===== src/rtl/axi_slv_req_arbiter_if.sv =====
// Bundle between NREQ upstream request front-ends, the arbiter and one shared downstream target.
// Latency: none, signal container only.
// Backpressure: i_req_ready / o_req_ready carry the beat handshakes; responses have no backpressure.
interface axi_slv_req_arbiter_if #(
    parameter int NREQ   = 2,
    parameter int ADDR_W = 32,
    parameter int DATA_W = 32
) ();
    localparam int BYTES = DATA_W / 8;

    // upstream side
    logic [NREQ-1:0]              i_req_valid;
    logic [NREQ-1:0][ADDR_W-1:0]  i_req_addr;
    logic [NREQ-1:0][7:0]         i_req_size;
    logic [NREQ-1:0]              i_req_write;
    logic [NREQ-1:0][DATA_W-1:0]  i_req_wdata;
    logic [NREQ-1:0][BYTES-1:0]   i_req_wstrb;
    logic [NREQ-1:0]              i_req_last;
    logic [NREQ-1:0]              o_req_ready;
    logic [NREQ-1:0]              o_resp_valid;
    logic [DATA_W-1:0]            o_resp_rdata;
    logic                         o_resp_err;

    // downstream side
    logic                         o_req_valid;
    logic [ADDR_W-1:0]            o_req_addr;
    logic [7:0]                   o_req_size;
    logic                         o_req_write;
    logic [DATA_W-1:0]            o_req_wdata;
    logic [BYTES-1:0]             o_req_wstrb;
    logic                         o_req_last;
    logic                         i_req_ready;
    logic                         i_resp_valid;
    logic [DATA_W-1:0]            i_resp_rdata;
    logic                         i_resp_err;
    logic                         o_orphan;

    modport slave (
        input  i_req_valid, i_req_addr, i_req_size, i_req_write, i_req_wdata, i_req_wstrb, i_req_last,
        input  i_req_ready, i_resp_valid, i_resp_rdata, i_resp_err,
        output o_req_ready, o_resp_valid, o_resp_rdata, o_resp_err,
        output o_req_valid, o_req_addr, o_req_size, o_req_write, o_req_wdata, o_req_wstrb, o_req_last,
        output o_orphan
    );

    modport master (
        output i_req_valid, i_req_addr, i_req_size, i_req_write, i_req_wdata, i_req_wstrb, i_req_last,
        output i_req_ready, i_resp_valid, i_resp_rdata, i_resp_err,
        input  o_req_ready, o_resp_valid, o_resp_rdata, o_resp_err,
        input  o_req_valid, o_req_addr, o_req_size, o_req_write, o_req_wdata, o_req_wstrb, o_req_last,
        input  o_orphan
    );
endinterface


===== src/rtl/axi_slv_req_arbiter.sv =====
// Round-robin, burst-granular sharing of one downstream request/response port between NREQ requesters.
// Latency: 1 arbitration cycle per burst, then beats and responses pass combinationally (0 cycles).
// Backpressure: owner ready follows downstream ready, held low at MAX_OUTSTANDING unanswered beats.
module axi_slv_req_arbiter #(
    parameter int NREQ            = 2,
    parameter int MAX_OUTSTANDING = 8,
    parameter int ADDR_W          = 32,
    parameter int DATA_W          = 32
) (
    input  logic i_clk,
    input  logic i_nrst,
    axi_slv_req_arbiter_if.slave bus
);
    localparam int         IDX_W   = (NREQ > 1) ? $clog2(NREQ) : 1;
    localparam logic [3:0] MAX_CNT = 4'(MAX_OUTSTANDING);

    typedef enum logic [1:0] {IDLE, GRANT, DRAIN} state_t;

    state_t           state_q, state_d;
    logic [IDX_W-1:0] grant_q, grant_d;
    logic [IDX_W-1:0] rr_q, rr_d;
    logic [3:0]       cnt_q, cnt_d;
    logic             last_seen_q, last_seen_d;
    logic             orphan_q, orphan_d;

    logic             in_grant;
    logic             gate;
    logic             accept;
    logic             resp_take;
    logic             found;
    int               idx;

    always_ff @(posedge i_clk) begin
        if (!i_nrst) begin
            state_q     <= IDLE;
            grant_q     <= '0;
            rr_q        <= '0;
            cnt_q       <= '0;
            last_seen_q <= 1'b0;
            orphan_q    <= 1'b0;
        end else begin
            state_q     <= state_d;
            grant_q     <= grant_d;
            rr_q        <= rr_d;
            cnt_q       <= cnt_d;
            last_seen_q <= last_seen_d;
            orphan_q    <= orphan_d;
        end
    end

    always_comb begin
        state_d      = state_q;
        grant_d      = grant_q;
        rr_d         = rr_q;
        last_seen_d  = last_seen_q;
        found        = 1'b0;
        idx          = 0;

        bus.o_req_ready  = '0;
        bus.o_resp_valid = '0;
        bus.o_req_valid  = 1'b0;
        bus.o_req_addr   = '0;
        bus.o_req_size   = '0;
        bus.o_req_write  = 1'b0;
        bus.o_req_wdata  = '0;
        bus.o_req_wstrb  = '0;
        bus.o_req_last   = 1'b0;
        bus.o_resp_rdata = bus.i_resp_rdata;
        bus.o_resp_err   = bus.i_resp_err;
        bus.o_orphan     = orphan_q;

        // Handshakes are suppressed while reset is asserted so no beat is handed off and then forgotten.
        in_grant = i_nrst && (state_q == GRANT);
        gate     = in_grant && (cnt_q < MAX_CNT) && !last_seen_q;

        if (in_grant) begin
            bus.o_req_addr  = bus.i_req_addr[grant_q];
            bus.o_req_size  = bus.i_req_size[grant_q];
            bus.o_req_write = bus.i_req_write[grant_q];
            bus.o_req_wdata = bus.i_req_wdata[grant_q];
            bus.o_req_wstrb = bus.i_req_wstrb[grant_q];
            bus.o_req_last  = bus.i_req_last[grant_q];
        end
        if (gate) begin
            bus.o_req_ready[grant_q] = bus.i_req_ready;
            bus.o_req_valid          = bus.i_req_valid[grant_q];
        end

        accept = bus.o_req_valid && bus.i_req_ready;
        // A response landing in the same cycle as its own beat is matched to that beat, not orphaned.
        resp_take = i_nrst && bus.i_resp_valid && ((cnt_q != 4'd0) || accept);
        bus.o_resp_valid[grant_q] = resp_take;

        cnt_d    = cnt_q + 4'(accept) - 4'(resp_take);
        orphan_d = bus.i_resp_valid && !resp_take;

        case (state_q)
            IDLE: begin
                for (int k = 0; k < NREQ; k++) begin
                    idx = (int'(rr_q) + k) % NREQ;
                    if (!found && bus.i_req_valid[idx]) begin
                        found   = 1'b1;
                        grant_d = IDX_W'(idx);
                        state_d = GRANT;
                    end
                end
            end
            GRANT: begin
                if (accept && bus.i_req_last[grant_q]) begin
                    last_seen_d = 1'b1;
                    state_d     = DRAIN;
                end
            end
            DRAIN: begin
                if (cnt_d == 4'd0) begin
                    state_d     = IDLE;
                    rr_d        = (int'(grant_q) == NREQ - 1) ? '0 : grant_q + IDX_W'(1);
                    last_seen_d = 1'b0;
                end
            end
            default: state_d = IDLE;
        endcase
    end
endmodule


===== src/flat_wrapper.sv =====
// flat-port wrapper written by rule: the top's interface ports become plain ports
module axi_slv_req_arbiter_flat 
#(
    parameter int NREQ            = 2,
    parameter int MAX_OUTSTANDING = 8,
    parameter int ADDR_W          = 32,
    parameter int DATA_W          = 32
)
  (i_clk, i_nrst, bus_i_req_valid, bus_i_req_addr, bus_i_req_size, bus_i_req_write, bus_i_req_wdata, bus_i_req_wstrb, bus_i_req_last, bus_i_req_ready, bus_i_resp_valid, bus_i_resp_rdata, bus_i_resp_err, bus_o_req_ready, bus_o_resp_valid, bus_o_resp_rdata, bus_o_resp_err, bus_o_req_valid, bus_o_req_addr, bus_o_req_size, bus_o_req_write, bus_o_req_wdata, bus_o_req_wstrb, bus_o_req_last, bus_o_orphan);
  axi_slv_req_arbiter_if #(.NREQ(NREQ), .ADDR_W(ADDR_W), .DATA_W(DATA_W)) bus_i ();
  input  logic i_clk;
  input  logic i_nrst;
  input wire logic [$bits(bus_i.i_req_valid)-1:0] bus_i_req_valid;
  input wire logic [$bits(bus_i.i_req_addr)-1:0] bus_i_req_addr;
  input wire logic [$bits(bus_i.i_req_size)-1:0] bus_i_req_size;
  input wire logic [$bits(bus_i.i_req_write)-1:0] bus_i_req_write;
  input wire logic [$bits(bus_i.i_req_wdata)-1:0] bus_i_req_wdata;
  input wire logic [$bits(bus_i.i_req_wstrb)-1:0] bus_i_req_wstrb;
  input wire logic [$bits(bus_i.i_req_last)-1:0] bus_i_req_last;
  input wire logic [$bits(bus_i.i_req_ready)-1:0] bus_i_req_ready;
  input wire logic [$bits(bus_i.i_resp_valid)-1:0] bus_i_resp_valid;
  input wire logic [$bits(bus_i.i_resp_rdata)-1:0] bus_i_resp_rdata;
  input wire logic [$bits(bus_i.i_resp_err)-1:0] bus_i_resp_err;
  output wire logic [$bits(bus_i.o_req_ready)-1:0] bus_o_req_ready;
  output wire logic [$bits(bus_i.o_resp_valid)-1:0] bus_o_resp_valid;
  output wire logic [$bits(bus_i.o_resp_rdata)-1:0] bus_o_resp_rdata;
  output wire logic [$bits(bus_i.o_resp_err)-1:0] bus_o_resp_err;
  output wire logic [$bits(bus_i.o_req_valid)-1:0] bus_o_req_valid;
  output wire logic [$bits(bus_i.o_req_addr)-1:0] bus_o_req_addr;
  output wire logic [$bits(bus_i.o_req_size)-1:0] bus_o_req_size;
  output wire logic [$bits(bus_i.o_req_write)-1:0] bus_o_req_write;
  output wire logic [$bits(bus_i.o_req_wdata)-1:0] bus_o_req_wdata;
  output wire logic [$bits(bus_i.o_req_wstrb)-1:0] bus_o_req_wstrb;
  output wire logic [$bits(bus_i.o_req_last)-1:0] bus_o_req_last;
  output wire logic [$bits(bus_i.o_orphan)-1:0] bus_o_orphan;
  assign bus_i.i_req_valid = bus_i_req_valid;
  assign bus_i.i_req_addr = bus_i_req_addr;
  assign bus_i.i_req_size = bus_i_req_size;
  assign bus_i.i_req_write = bus_i_req_write;
  assign bus_i.i_req_wdata = bus_i_req_wdata;
  assign bus_i.i_req_wstrb = bus_i_req_wstrb;
  assign bus_i.i_req_last = bus_i_req_last;
  assign bus_i.i_req_ready = bus_i_req_ready;
  assign bus_i.i_resp_valid = bus_i_resp_valid;
  assign bus_i.i_resp_rdata = bus_i_resp_rdata;
  assign bus_i.i_resp_err = bus_i_resp_err;
  assign bus_o_req_ready = bus_i.o_req_ready;
  assign bus_o_resp_valid = bus_i.o_resp_valid;
  assign bus_o_resp_rdata = bus_i.o_resp_rdata;
  assign bus_o_resp_err = bus_i.o_resp_err;
  assign bus_o_req_valid = bus_i.o_req_valid;
  assign bus_o_req_addr = bus_i.o_req_addr;
  assign bus_o_req_size = bus_i.o_req_size;
  assign bus_o_req_write = bus_i.o_req_write;
  assign bus_o_req_wdata = bus_i.o_req_wdata;
  assign bus_o_req_wstrb = bus_i.o_req_wstrb;
  assign bus_o_req_last = bus_i.o_req_last;
  assign bus_o_orphan = bus_i.o_orphan;
  axi_slv_req_arbiter #(.NREQ(NREQ), .MAX_OUTSTANDING(MAX_OUTSTANDING), .ADDR_W(ADDR_W), .DATA_W(DATA_W)) u_core (.i_clk(i_clk), .i_nrst(i_nrst), .bus(bus_i));
endmodule

===== config.mk =====
export PLATFORM = sky130hd
export DESIGN_NAME = axi_slv_req_arbiter_flat
export DESIGN_NICKNAME = d
export VERILOG_FILES = /design/src/rtl/axi_slv_req_arbiter_if.sv /design/src/rtl/axi_slv_req_arbiter.sv /design/src/flat_wrapper.sv
export SDC_FILE = /design/constraint.sdc
export NUM_CORES = 1
export LEC_CHECK = 0
export ABC_AREA = 1
export CAP_MARGIN = 25
export CELL_PAD_IN_SITES_DETAIL_PLACEMENT = 0
export CELL_PAD_IN_SITES_GLOBAL_PLACEMENT = 1
export CORE_UTILIZATION = 12
export DETAILED_ROUTE_END_ITERATION = 8
export HOLD_SLACK_MARGIN = 0.08
export PLACE_DENSITY_LB_ADDON = 0.1
export SLEW_MARGIN = 10
export SYNTH_ARGS = -nofsm -noshare
export SYNTH_HDL_FRONTEND = slang
export SYNTH_SLANG_ARGS = --single-unit

===== constraint.sdc =====
create_clock -name i_clk -period 3.5 [get_ports i_clk]
set_input_delay 0.7 -clock i_clk [delete_from_list [all_inputs] [get_ports i_clk]]
set_output_delay 0.7 -clock i_clk [all_outputs]
set_load 0.005 [all_outputs]

# [Word level (Yosys, flattened, before mapping)]
# Index checks and enable logic that the tools add are counted.
[word_totals] register_bits=10 latch_bits=0 mem_bits_rw=0 romBits=0 inputBits=195 output_inout_bits=117 word_cells=88 mem_count=0
[classes] n_addsub=4 mul=0 div_mod_pow=0 n_lt_le_gt_ge=5 n_eq_ne=5 shifts=0 mux=42 bitwise=3 n_reduce_logical=23
[op_table] cell="2-to-1 mux 32 bit" count=6
[op_table] cell="2-to-1 mux 8 bit" count=3
[op_table] cell="2-to-1 mux 1 bit" count=22
[op_table] cell="2-to-1 mux 4 bit" count=3
[op_table] cell="logical AND 1 bit" count=10
[op_table] cell="2-to-1 mux 2 bit" count=5
[op_table] cell="case mux 2 bit (3 select lines)" count=1
[op_table] cell="AND reduction 3 bit" count=2
[op_table] cell="adder 4 x 1 -> 4 bit" count=1
[op_table] cell="bitwise AND 2 bit" count=2
[op_table] cell="logical NOT 4 bit" count=1
[op_table] cell="< comparator 1 x 2 -> 1 bit, second input constant" count=2
[op_table] cell="< comparator 4 bit, second input constant" count=1
[op_table] cell="AND reduction 2 bit" count=2
[op_table] cell="nonzero test 2 bit" count=2
[op_table] cell="nonzero test 4 bit" count=1
[op_table] cell="subtractor 4 x 1 -> 4 bit" count=1
[op_table] cell="logical NOT 1 bit" count=3
[op_table] cell="< comparator 2 x 3 -> 1 bit, second input constant" count=1
[op_table] cell="!= test 3 x 1 -> 1 bit, second input constant" count=1
[op_table] cell="adder 1 bit, second input constant" count=2
[op_table] cell="equality test 2 x 1 -> 1 bit, second input constant" count=1
[op_table] cell="equality test 2 bit, second input constant" count=1
[op_table] cell="logical NOT 2 bit" count=1
[op_table] cell="7 further kinds" count=7

# [Longest topological paths before layout]
[logic_depth] depth_word=12 depth_mapped=19 mapped_depth_nobuf=19

# [Worst setup path after synthesis]
# OpenSTA, ideal clock, no wires.
[synth_path] kind="input port to flip-flop" from="input port i_nrst" to="register u_core.rr_q" setup_ns=0.064 t_arrival_ns=2.791 t_required_ns=3.436 setup_slack_ns=0.645 path_stages=16 n_path_buf=0 cell_sequence="nand3_2 nor3_4 nand3_2 nand2_1 nand3_2 inv_1 ha_1 inv_1 ha_1 inv_1 fa_1 nand2_1 nor2_1 nand4_1 and2_1 nor2_1"
[synth_between] elab_chain_len=10 word_cells_on_any_way=12 classes_between="add/sub (2); mux (1); reduce/logical (9)"
[synth_lines] item="start: declaration" line_no="flat_wrapper.sv:12" text="input logic i_nrst;"
[synth_lines] item="parallel branches: the longest is 10 deep, another holds adder 4 x 1 -> 4 bit"
[synth_lines] item="end signal: assignment" line_no="axi_slv_req_arbiter.sv:44" text="rr_q <= rr_d;"
[synth_lines] item="end: declaration" line_no="axi_slv_req_arbiter.sv:21" text="logic [IDX_W-1:0] rr_q, rr_d;"
# Several ways; the timed one is not identified.
# A chain may end at the register's enable or synchronous reset.

# [Worst setup path after layout]
[layout_path] from="input port i_nrst" to="output port bus_o_req_addr[12]"
[layout_between] elab_chain_len=2
[layout_lines] item="logical AND 1 bit" line_no="axi_slv_req_arbiter.sv:73" text="in_grant = i_nrst && (state_q == GRANT);"
[layout_lines] item="2-to-1 mux 32 bit" line_no="axi_slv_req_arbiter.sv:76" text="if (in_grant) begin"
[layout_lines] item="end: declaration" line_no="flat_wrapper.sv:29" text="output wire logic [$bits(bus_i.o_req_addr)-1:0] bus_o_req_addr;"
# Every way passes these cells.

==> results.ini <==
[outcome]
status = finished clean

[synth]
yosysMostFrequentCell = nand2_1
syn_avg_cell_area_um2 = 5.063
synth.distinct_cells = 20
synth.cells.most_frequent = nand2_1, a21oi_1, buf_4
ys_seq_area_share_pct = 10.17
netlist_area_um2 = 1969
synth_cells = 389
synth_area_leaders = nand2_1, a21oi_1, buf_4, dfxtp_1, inv_1
synth_top_area_share_pct = 33.93
synth_edf_count = 0
ys_async_sr_fraction_pct = 0
synth_ff_type = dfxtp_1
syn_nets = 590
synth_seq_cells = 10
yosys_warnings = 0
synth_top_area_cell = nand2_1

[clocking]
cts_buffer_depth = 2
root_buffer = clkbuf_16
path_clk_slew_ns = 0.04
cts_sinks = 10
h-tree-depth = 1
cts_made_buffers = 3
cts_tree = done
clock_latency_ns = 0.24

[worst_setup_path]
crit_arrival_ns = 2.68
slowest_stage = buf_4
cp_max_fo = 78
cpMostUsedCell = clkdlybuf4s50_1
path_class = in2out
crit_end = bus_o_req_addr[12]
critical_path_buf_inv_count = 3
cp_slowest_stage_delay_ns = 0.65
required_ns = 2.80
worstSetupEndpointType = output port
crit_path_start_kind = input port
crit_family = buffers and inverters
cp.depth = 5
reg2regPathDepth = 16
rr_endpoint = u_core.rr_q
r2r_slack_ns = 0.88
r2r_start = u_core.state_q[0]
crit_start = i_nrst
crit_chain = clkdlybuf4s50_1, nand3_2, buf_4, a21oi_1, clkdlybuf4s50_1

[sta]
setup-violations-final = 0
drv_slew = 0
worst_pin_slew_ns = 0.8915
rsz0062_at_grt = yes
period_needed_ns = 3.383
relSlewSlack_pct = 40.57
fmax_ghz = 0.2956
fin_skew_ns = 0.001009
fin_crit_sh_pct = 96.65
hold_ws_ns = 0.5172
finalSetupTns_ns = 0
final-hold-violation-count = 0

[die]
ios = 312
fp.dieW_um = 130.1
rows = 46
die_area_um2 = 16930
initial_core_util_pct = 12.35
fp.coreArea_um2 = 15940
die_y_um = 130.1

[detailed_routing]
drcViolationCount = 0
wirelength_mm = 10.75
ant_nets = 0
initialDrtViolationCount = 112
wl_per_cell_um = 13.38
vias = 3090
vias_per_cell = 3.848
routed-wl-met3_um = 929
met1_length_mm = 3.925
topRoutingLayerUsed = met4
first_pass_iters = 4
met2_length_mm = 5.823

[flow_run]
drv_cap = 0

[global_routing]
grt_pass1_wl_mm = 15.03
antenna_found_initial = 0
grt_pass1_vias = 2907
gr-total-overflow = 0
grt_max_degree = 84
grt_usage_pct = 11.32

[power_and_ir_drop]
vdd_drop_max_v = 0.0001703
p_per_area_nw_per_um2 = 227.5
power_leakage_nw = 1.795
switchingPower_w = 0.0003571
power_frac_comb_pct = 63.3
seqPwrFrac_pct = 14.6
p_int_w = 0.0006681
switching_share_pct = 34.83
p_total_w = 0.001025
p_clk_share_pct = 22.1

[worst_hold_path]
min_path_type = reg2reg

[finish]
layout.nets = 789
fin_util_pct = 28.26
diodes = 0
syn_to_final_growth_pct = 128.8
drive_gt1_share_pct = 3.237

[placement]
hpwl_mm = 8.110
port-buffer-count = 245
gp_congestion = 0.7402

==> metrics by stage <==
step                      area (um2)  worst slack (ns)  std cells
after floorplan                 1969            0.6452        389
final                           4506            0.1171        803
after CTS                       4499           0.04228        803
after detailed placement        4410         -0.006178        799
after global routing            4506          -0.02124        803
after global placement          4410           0.02855        799
==> cell type report <==
type	count	area, um2
Tap cell	216	270.3
Clock buffer	4	88.84
Timing Repair Buffer	252	2517
Sequential cell	10	201.4
Fill cell	1780	11440
Multi-Input combinational cell	296	1334
Inverter	25	93.84
==> layer usage <==
layer / GRT usage (%) / up-vias
li1: - / 1589
met2: 23.15 / 136
met4: 1.231 / 0
met3: 2.706 / 12
met5: 0 / -
met1: 11.75 / 1353
==> cells in the final DEF (no fill, tap or decap), drive strengths merged <==
cell type	instances
clkdlybuf4s50	245
nand2	178
a21oi	83
inv	25
nor2	12
dfxtp	10
nand3	8
buf	7
ha	5
clkbuf	4
nand4	3
nor3	3
o21ai	2
and2	1
fa	1
==> state kept, by name, indices dropped and copies added, names as in the netlist <==
register,count
u_core.rr_q,1
u_core.last_seen_q,1
u_core.cnt_q,4
u_core.grant_q,1
u_core.bus.o_orphan,1
u_core.state_q,2
==> cells by family (layout without fill, tap and decap cells) <==
logic type,count (synthesis),in the layout,share of synthesized area [%]
AO/OA/AOI/OAI,85,85,21.60
adder cells (fa/ha/maj),6,6,4.193
buffers and inverters,83,281,22.43
flip-flops,10,10,10.17
AND/OR/NAND/NOR,205,205,41.61
==> how the worst min path moves through the flow <==
stage	from	endpoint	slack, ns	depth (start not counted)
6_report	u_core.last_seen_q	u_core.last_seen_q	0.52	2
5_1_grt	u_core.last_seen_q	u_core.last_seen_q	0.53	2
4_1_cts	u_core.last_seen_q	u_core.last_seen_q	0.52	2
3_5_place_dp	u_core.last_seen_q	u_core.last_seen_q	0.52	2
3_3_place_gp	u_core.last_seen_q	u_core.last_seen_q	0.50	2
2_1_floorplan	u_core.last_seen_q	u_core.last_seen_q	0.48	2
==> repair_timing <==
item,4_1_cts,5_1_grt
gates resized for setup,0,2
hold buffers,0,0
buffers inserted,0,0
setup endpoints to repair,0,3
==> power by group through the flow <==
| stage | clock network (W) | logic [W] | registers, W |
|---|---|---|---|
| after floorplan | 0 | 0.000317 | 0.000149 |
| after global placement | 0 | 0.000649 | 0.000152 |
| after detailed placement | 0 | 0.000650 | 0.000152 |
| after CTS | 0.000234 | 0.000653 | 0.000150 |
| after global routing | 0.000238 | 0.000732 | 0.000152 |
| final | 0.000227 | 0.000649 | 0.000150 |
==> worst register-to-register path: cells and delay by family, from the launching register on <==
family,cells,cell delay [ns]
adders and majority gates,3,0.88
buffers and inverters,3,0.18
DFF,1,0.38
and+or+nand+nor,10,1.13
Power figures use the tool's default switching activity.
